--- src/rtl/sprite_pkg.sv ---
// Shared sprite draw-command types for the decoder, queue and distributor.
package sprite_pkg;

  localparam int SPRITE_QUEUE_DEPTH = 64;
  localparam int SPRITE_ENTRY_W     = 48;

  typedef struct packed {
    logic [7:0]  id;
    logic [15:0] x;
    logic [15:0] y;
    logic [7:0]  scale;
  } sprite_entry_t;

endpackage

--- src/rtl/sprite_queue.sv ---
// Show-ahead FIFO of sprite draw commands; head is read combinationally at rd_ptr and
// the reader side is masked while the framebuffer is being cleared (hold).
module sprite_queue
  import sprite_pkg::*;
#(
  parameter int DEPTH = SPRITE_QUEUE_DEPTH,
  localparam int AW   = $clog2(DEPTH)
) (
  input  logic          clock,
  input  logic          reset,
  input  logic          enq_valid,
  output logic          enq_ready,
  input  logic [7:0]    enq_id,
  input  logic [15:0]   enq_x,
  input  logic [15:0]   enq_y,
  input  logic [7:0]    enq_scale,
  input  logic          clear,
  input  logic          hold,
  input  logic          sprite_queue_dequeue,
  output logic          sprite_queue_is_empty,
  output logic [7:0]    sprite_queue_sprite_id,
  output logic [15:0]   sprite_queue_sprite_x,
  output logic [15:0]   sprite_queue_sprite_y,
  output logic [7:0]    sprite_queue_sprite_scale,
  output logic [AW:0]   count,
  output logic          overflow
);

  sprite_entry_t mem [DEPTH];

  logic [AW:0]      wr_ptr_q, wr_ptr_d;
  logic [AW:0]      rd_ptr_q, rd_ptr_d;
  logic [AW:0]      count_q, count_d;
  logic             overflow_q, overflow_d;
  logic [DEPTH-1:0] written_q, written_d;

  logic             full, empty, do_enq, do_deq, wr_en;
  logic [AW-1:0]    wr_idx, rd_idx;
  sprite_entry_t    head;

  assign wr_idx = wr_ptr_q[AW-1:0];
  assign rd_idx = rd_ptr_q[AW-1:0];
  assign empty  = (wr_ptr_q == rd_ptr_q);
  assign full   = (wr_ptr_q[AW] != rd_ptr_q[AW]) && (wr_idx == rd_idx);
  assign do_enq = enq_valid && !full;
  assign do_deq = sprite_queue_dequeue && !empty && !hold;
  assign wr_en  = do_enq && !clear;

  always_comb begin
    wr_ptr_d   = wr_ptr_q;
    rd_ptr_d   = rd_ptr_q;
    count_d    = count_q;
    overflow_d = overflow_q;
    written_d  = written_q;
    if (wr_en) written_d[wr_idx] = 1'b1;
    if (clear) begin
      wr_ptr_d   = '0;
      rd_ptr_d   = '0;
      count_d    = '0;
      overflow_d = 1'b0;
    end else begin
      if (do_enq) wr_ptr_d = wr_ptr_q + 1'b1;
      if (do_deq) rd_ptr_d = rd_ptr_q + 1'b1;
      unique case ({do_enq, do_deq})
        2'b10:   count_d = count_q + 1'b1;
        2'b01:   count_d = count_q - 1'b1;
        default: count_d = count_q;
      endcase
      if (enq_valid && full) overflow_d = 1'b1;
    end
  end

  always_ff @(posedge clock or negedge reset) begin
    if (!reset) begin
      wr_ptr_q   <= '0;
      rd_ptr_q   <= '0;
      count_q    <= '0;
      overflow_q <= 1'b0;
      written_q  <= '0;
    end else begin
      wr_ptr_q   <= wr_ptr_d;
      rd_ptr_q   <= rd_ptr_d;
      count_q    <= count_d;
      overflow_q <= overflow_d;
      written_q  <= written_d;
    end
  end

  // Storage is deliberately unreset so it can move to LUTRAM unchanged.
  always_ff @(posedge clock) begin
    if (wr_en) mem[wr_idx] <= '{id: enq_id, x: enq_x, y: enq_y, scale: enq_scale};
  end

  // Never-written slots read as zero so the head is defined straight out of reset.
  assign head = written_q[rd_idx] ? mem[rd_idx] : '0;

  assign enq_ready                 = !full;
  assign sprite_queue_is_empty     = empty || hold;
  assign sprite_queue_sprite_id    = head.id;
  assign sprite_queue_sprite_x     = head.x;
  assign sprite_queue_sprite_y     = head.y;
  assign sprite_queue_sprite_scale = head.scale;
  assign count                     = count_q;
  assign overflow                  = overflow_q;

endmodule

--- config.mk ---
export PLATFORM = sky130hd
export DESIGN_NAME = sprite_queue
export DESIGN_NICKNAME = d
export VERILOG_FILES = /design/src/rtl/sprite_pkg.sv /design/src/rtl/sprite_queue.sv
export SDC_FILE = /design/constraint.sdc
export NUM_CORES = 2
export LEC_CHECK = 0
export ABC_AREA = 0
export CAP_MARGIN = 0
export CORE_AREA = 2 2 477 573
export CTS_CLUSTER_SIZE = 20
export DETAILED_ROUTE_END_ITERATION = 10
export DIE_AREA = 0 0 479 575
export SKIP_CTS_REPAIR_TIMING = 1
export SYNTH_ARGS = -nofsm -noshare
export SYNTH_HDL_FRONTEND = slang
export SYNTH_SLANG_ARGS = --single-unit
--- constraint.sdc ---
create_clock -name clock -period 5.6 [get_ports clock]
set_clock_uncertainty 0.15 [all_clocks]
set_input_delay 0.56 -clock clock [delete_from_list [all_inputs] [get_ports clock]]
set_output_delay 0.56 -clock clock [all_outputs]
set_load 0.05 [all_outputs]
== After elaboration in Yosys (flattened, before gate mapping) ==
Memories as Yosys holds them, arrays and structs flattened.
Index checks and enable logic that the tools add are counted.
Cells by class
  order comparisons: 3
  equal/unequal tests: 5
  reduce and logical (&&, ||, !) cells: 16
  muxes and demuxes: 15
  bitwise operators: 1
  add/subtract/negate cells: 4
Operator list (count)
  64-bit bitwise OR: 1
  48-bit 2-to-1 mux: 1
  7-bit 2-to-1 mux: 5
  7-bit by 1-bit adder with 7-bit output, second input constant: 3
  6-bit by 7-bit less-than comparator with 1-bit output, second input constant: 2
  7-bit case mux with 2 select lines: 1
  7-bit == test: 1
  1-bit logical AND: 7
  7-bit by 1-bit subtractor with 7-bit output, second input constant: 1
  1-bit binary-select mux with 6-bit select: 1
  1-bit demux with 6-bit select: 1
  6-bit == test: 1
  6-bit by 1-bit >= comparator with 1-bit output, second input constant: 1
  1-bit 2-to-1 mux: 6
  2-bit nonzero test: 3
  1-bit logical NOT: 4
  3-bit nonzero test: 1
  2-bit by 1-bit == test with 1-bit output, second input constant: 1
  2-bit == test, second input constant: 1
  1-bit logical OR: 1
  1-bit inequality test: 1
Word-level totals
  word-level logic and storage cells: 50
  memories: 1
  output and inout port bits: 58
  input bits: 54
  bits in registers: 86
  bits in writable memories: 3072
Memory list
  mem: depth 64, bits a word 48, read ports 1, clocked after memory_dff 0, write ports 1, RTL line sprite_queue.sv:29  | sprite_entry_t mem [DEPTH];

== Depth between registers and ports, before layout ==
  word-level depth: 7
  depth in mapped cells: 13
  depth with buffers taken out: 11

== Least setup slack after synthesis ==
No wires, ideal clock.
  kind: register to register
  start point: register rd_ptr_q[1]
  end point: memory mem[39][0] (netlist bit), enable pin
  data arrival time: 5.103 ns
  slack: -0.167 ns
  library setup time: 0.514 ns
  cell stages (with the launch flop): 8
  cells stage by stage: dfrtp_1 -> buf_6 -> xnor2_1 -> nand4_1 -> o31ai_1 -> clkbuf_1 -> or4b_2 -> nor3_1
Between the ends
  longest elaborated chain between the ends: 7
Ends and longest elaborated chain
  start: declaration: RTL line sprite_queue.sv:32  | logic [AW:0] rd_ptr_q, rd_ptr_d;
  start signal: assignment: RTL line sprite_queue.sv:82  | rd_ptr_q <= rd_ptr_d;
  6-bit == test: RTL line sprite_queue.sv:44  | assign full = (wr_ptr_q[AW] != rd_ptr_q[AW]) && (wr_idx == rd_idx);
  1-bit logical AND: RTL line sprite_queue.sv:44
  1-bit logical NOT: RTL line sprite_queue.sv:45  | assign do_enq = enq_valid && !full;
  1-bit logical AND: RTL line sprite_queue.sv:45
  1-bit logical AND: RTL line sprite_queue.sv:47  | assign wr_en = do_enq && !clear;
  1-bit 2-to-1 mux: RTL line sprite_queue.sv:91  | if (wr_en) mem[wr_idx] <= '{id: enq_id, x: enq_x, y: enq_y, scale: enq_scale};
  1-bit 2-to-1 mux (implied by the code): RTL line sprite_queue.sv:91
  end: declaration: RTL line sprite_queue.sv:29
Every way passes these cells.

== Worst setup path in the final report ==
  start point: register rd_ptr_q[1]
  end point: output sprite_queue_sprite_scale[4]
Between the ends
  longest elaborated chain between the ends: 3
  elaborated cells between the ends (all ways): 4
  classes of those cells: mux (3); memory (1)
Ends and longest elaborated chain
  1-bit binary-select mux with 6-bit select: RTL line sprite_queue.sv:95  | assign head = written_q[rd_idx] ? mem[rd_idx] : '0;
  1-bit 2-to-1 mux (implied by the code): RTL line sprite_queue.sv:95
  48-bit 2-to-1 mux *: RTL line sprite_queue.sv:95
  end: declaration: RTL line sprite_queue.sv:24  | output logic [7:0] sprite_queue_sprite_scale,
Mark *: on every way between the ends. The rest lies on a longest branch, timed or not. The select of a mux whose other input is x is not followed.

==> Flow_metrics.wiki <==
{| class="wikitable"
! Metric !! Value
|-
| Status || completed
|-
| Capturing point of the worst reg2reg path || mem[45][36]
|-
| Final count of negative-setup-slack endpoints || 0
|-
| Final worst-path cycle share || 95.6%
|-
| Remaining number of nets flagged by the antenna check after routing || 0
|-
| Delay of the slowest cell on the worst path || 0.60 ns
|-
| Portion of netlist area occupied by mux cells || 18.3%
|-
| Placer Congestion || 0.770
|-
| Synth Area in Compound Gates || 1.09%
|-
| Vias || 57,484
|-
| Number of global-route vias before repair || 57,767
|-
| Cell count of the worst hold path || 1
|-
| Crit path kind || reg -> out
|-
| Share of synthesized flip-flops with an asynchronous set or reset || 2.72%
|-
| Most common cell in the synthesized netlist || sky130_fd_sc_hd__edfxtp_1
|-
| Max-capacitance violation count || 0
|-
| Max clock buf depth || 4
|-
| Layer with the highest usage after global routing || met2
|-
| Power density over cell area || 357 nW/um^2
|-
| Cell at the slowest stage of the critical path || sky130_fd_sc_hd__dfrtp_4
|-
| Routed Wire Length || 333 mm
|-
| Largest family of logic cells by synthesized area || multiplexers
|-
| Predominant post-synthesis flop cell || sky130_fd_sc_hd__edfxtp_1
|-
| Xor-xnor portion of the synthesized cell area || 0.167%
|-
| Gate Count Post-Synth || 5,011
|-
| Total die area || 275,000 um^2
|-
| Post-synth net total || 5,069
|-
| Signal arrival time at the worst endpoint || 4.64 ns
|-
| Hold wc startpoint || enq_x[1]
|-
| Max-slew violation count || 0
|-
| IO buf count || 111
|-
| Reg clk slew, reported paths || 0.06 ns
|-
| Total gr overflow || 0
|-
| Number of synthesized flops with an enable pin || 3,072
|-
| Cell area after synthesis || 121,000 um^2
|-
| Area share of the leading cell type in the synthesized netlist || 76.4%
|-
| Commonest cells in the synthesized netlist || sky130_fd_sc_hd__edfxtp_1 (3,072), sky130_fd_sc_hd__mux4_2 (898), sky130_fd_sc_hd__mux2i_1 (171), sky130_fd_sc_hd__nor2_1 (98), sky130_fd_sc_hd__buf_1 (89)
|-
| Routed wire per std cell || 36.0 um
|-
| Cell area reported after detailed placement || 128,000 um^2
|-
| Hold Path Sink || mem[30][25]
|-
| Fin. Hold Viols || 0
|-
| Required arrival time at the worst endpoint || 4.89 ns
|-
| Reg-to-Reg Start || rd_ptr_q[4]
|-
| Clock Tree Root || sky130_fd_sc_hd__clkbuf_16
|-
| Number of buffers inserted during clock tree synthesis || 323
|-
| Cells along the critical path || buf_4 > buf_12 > mux4_2 > mux4_2 > mux2i_1 > o22ai_1 > buf_4 > buf_12
|-
| Wire length of the first global-routing pass || 459 mm
|-
| GRT met2 Usage || 39.4%
|-
| Worst IR drop on VDD || 0.270 mV
|-
| Met1 global-route usage || 33.3%
|-
| Number of placement rows || 209
|-
| Clk sink count || 3,158
|-
| Number of synthesized register bits || 3,158
|-
| Max Clock Freq || 0.187 GHz
|-
| Synth Area in Simple Gates || 1.20%
|-
| Post-synthesis cell type count || 60
|-
| Initial core utilization || 44.8%
|-
| Placed wire-length estimate || 169 mm
|-
| H-tree levels || 5
|-
| Largest fanout on the critical path || 112
|-
| Final routed DRC violation total || 0
|-
| Maximum number of pins on one net before global-route repair || 132
|-
| Type of origin of the critical path || flip-flop
|-
| Worst reg2reg path depth || 6
|-
| Delay-heaviest family, CP || multiplexers
|-
| Met3 demand-to-capacity share in global routing || 4.34%
|-
| Final worst path period need || 5.35 ns
|-
| Insertion delay of the later-clocked pin in the worst-skew pair || 0.87 ns
|-
| Post-route cell area || 138,000 um^2
|-
| Library cell with the largest summed area after synthesis || sky130_fd_sc_hd__edfxtp_1
|-
| Detailed Route Iter0 Violations || 7,138
|-
| Number of fill cells in the layout || 20,652
|-
| Core region area || 270,000 um^2
|-
| Share of post-route cells with drive strength above 1 || 32.0%
|-
| Setup slack on the worst flop-to-flop path || 1.05 ns
|-
| Initial antenna violation count || 25
|-
| Reported leakage power || 42.6 nW
|-
| Via-to-Cell Ratio || 6.23
|-
| Sequential fraction of the synthesis area || 78.1%
|-
| Layout overhead on the synthesized area || 14.6%
|-
| Net total in the final layout || 5,445
|-
| Sum of buffers and inverters on the critical path || 4
|-
| RSZ-0062 raised after global routing || false
|-
| First drt pass iteration count || 5
|-
| Post-synthesis adder-cell area fraction || 0.0414%
|-
| Max transition margin || 15.3%
|-
| Post-Syn Area per Cell || 24.1 um^2
|-
| Slew of the pin with the lowest slew margin || 1.26 ns
|-
| Syn. warnings || 0
|-
| Overall die height || 575 um
|-
| I/O pin count || 112
|-
| Sum of negative setup slack || 0 ns
|-
| Worst hold-check path type || in -> reg
|-
| GRT Resource Usage Total || 24.0%
|-
| CTS tree || built
|-
| Crit end category || output pin
|-
| Leading cell types by total area after synthesis || sky130_fd_sc_hd__edfxtp_1 (76%), sky130_fd_sc_hd__mux4_2 (17%), sky130_fd_sc_hd__dfrtp_1 (1.8%), sky130_fd_sc_hd__mux2i_1 (1.4%), sky130_fd_sc_hd__a22oi_1 (0.36%)
|-
| Die boundary width || 479 um
|}
[worst max path at each step]
stage                     start                           end  cells past startpoint  slack [ns]
floorplan           rd_ptr_q[1]                    mem[61][0]                      8        1.04
global placement    rd_ptr_q[0]  sprite_queue_sprite_scale[4]                      8        0.57
detailed placement  rd_ptr_q[0]  sprite_queue_sprite_scale[7]                      8        0.57
CTS                 rd_ptr_q[0]  sprite_queue_sprite_scale[7]                      8       -0.37
global route        rd_ptr_q[4]      sprite_queue_sprite_x[9]                      8        0.09
finish              rd_ptr_q[1]  sprite_queue_sprite_scale[4]                      8        0.25
[cell type report]
type | count | area, um^2 | share of cell area, %
repair buffers | 322 | 3740 | 2.70
flip-flops and latches | 3158 | 94400 | 68.2
multi-input cells | 1577 | 25600 | 18.5
well taps | 3587 | 4490 | 3.24
inverters | 5 | 26.3 | 0.0190
clock buffers | 405 | 8740 | 6.31
clock inverters | 173 | 1420 | 1.02
diodes | 5 | 12.5 | 0.00904
[worst reg2reg max path: stages (launching register included)]
cell	delay, ns
sky130_fd_sc_hd__dfrtp_4	0.87
sky130_fd_sc_hd__xnor2_1	0.18
sky130_fd_sc_hd__nand4_1	0.21
sky130_fd_sc_hd__o31ai_1	0.28
sky130_fd_sc_hd__or4b_1	0.89
sky130_fd_sc_hd__nor2_4	0.99
sky130_fd_sc_hd__buf_4	0.54
[sequential cells by signal, indices dropped and copies added, names as in the netlist]
signal and count:
mem 3072, written_q 64, count 7, rd_ptr_q 7, wr_ptr_q 7, overflow 1
[power breakdown]
part / leakage, nW / internal, W / switching, W
sequential: 28.8 / 0.0260 / 0.0000347
combinational: 8.78 / 0.00110 / 0.00144
clock: 4.99 / 0.0120 / 0.00889
[kinds of logic after synthesis]
family                   Yosys count
flip-flops                      3158
AND/OR/NAND/NOR                  282
buffers and inverters            276
adder cells (fa/ha/maj)            4
multiplexers                    1084
XOR/XNOR                          23
AO/OA/AOI/OAI                    184
[stage by stage]
stage	instances	total power (W)	worst slack [ns]	util, %	hold slack (ns)
final	9232	0.0494	0.246	51.4	0.259
after global placement	8634	0.0290	0.571	47.5	0.294
after floorplan	5011	0.0280	1.04	-	0.114
after global routing	9228	0.0508	0.0922	51.4	0.287
after CTS	9212	0.0498	-0.369	51.3	-0.627
after detailed placement	8634	0.0291	0.569	47.5	0.297
[layer usage]
metal,up-vias,part of all wire (%)
met2,2741,50
met1,31854,39
met5,-,0.0039
met3,535,8.4
met4,2,2.8
li1,22352,-
[cells in the final DEF (no fill, tap or decap), types with 8 or more instances in the layout]
master                            instances
sky130_fd_sc_hd__edfxtp_1              3072
sky130_fd_sc_hd__mux4_2                 898
sky130_fd_sc_hd__clkbuf_16              335
sky130_fd_sc_hd__mux2i_1                170
sky130_fd_sc_hd__buf_4                  146
sky130_fd_sc_hd__buf_12                 112
sky130_fd_sc_hd__dfrtp_1                 81
sky130_fd_sc_hd__clkinv_1                72
sky130_fd_sc_hd__nor2_4                  62
sky130_fd_sc_hd__or2_2                   61
sky130_fd_sc_hd__clkbuf_1                61
sky130_fd_sc_hd__a22oi_1                 58
sky130_fd_sc_hd__clkinv_2                58
sky130_fd_sc_hd__buf_2                   48
sky130_fd_sc_hd__nor2_1                  35
sky130_fd_sc_hd__o22ai_1                 30
sky130_fd_sc_hd__nand2_1                 26
sky130_fd_sc_hd__nand3_1                 26
sky130_fd_sc_hd__a21oi_1                 23
sky130_fd_sc_hd__o21ai_0                 20
sky130_fd_sc_hd__bufinv_16               20
sky130_fd_sc_hd__a221oi_1                16
sky130_fd_sc_hd__xnor2_1                 15
sky130_fd_sc_hd__nand2b_1                15
sky130_fd_sc_hd__mux2_2                  14
sky130_fd_sc_hd__clkdlybuf4s50_1         14
sky130_fd_sc_hd__nor2b_1                 10
sky130_fd_sc_hd__o211ai_1                 9
sky130_fd_sc_hd__clkbuf_8                 9
sky130_fd_sc_hd__xor2_1                   8
sky130_fd_sc_hd__a41o_1                   8
sky130_fd_sc_hd__inv_6                    8
Power figures use the tool's default switching activity.
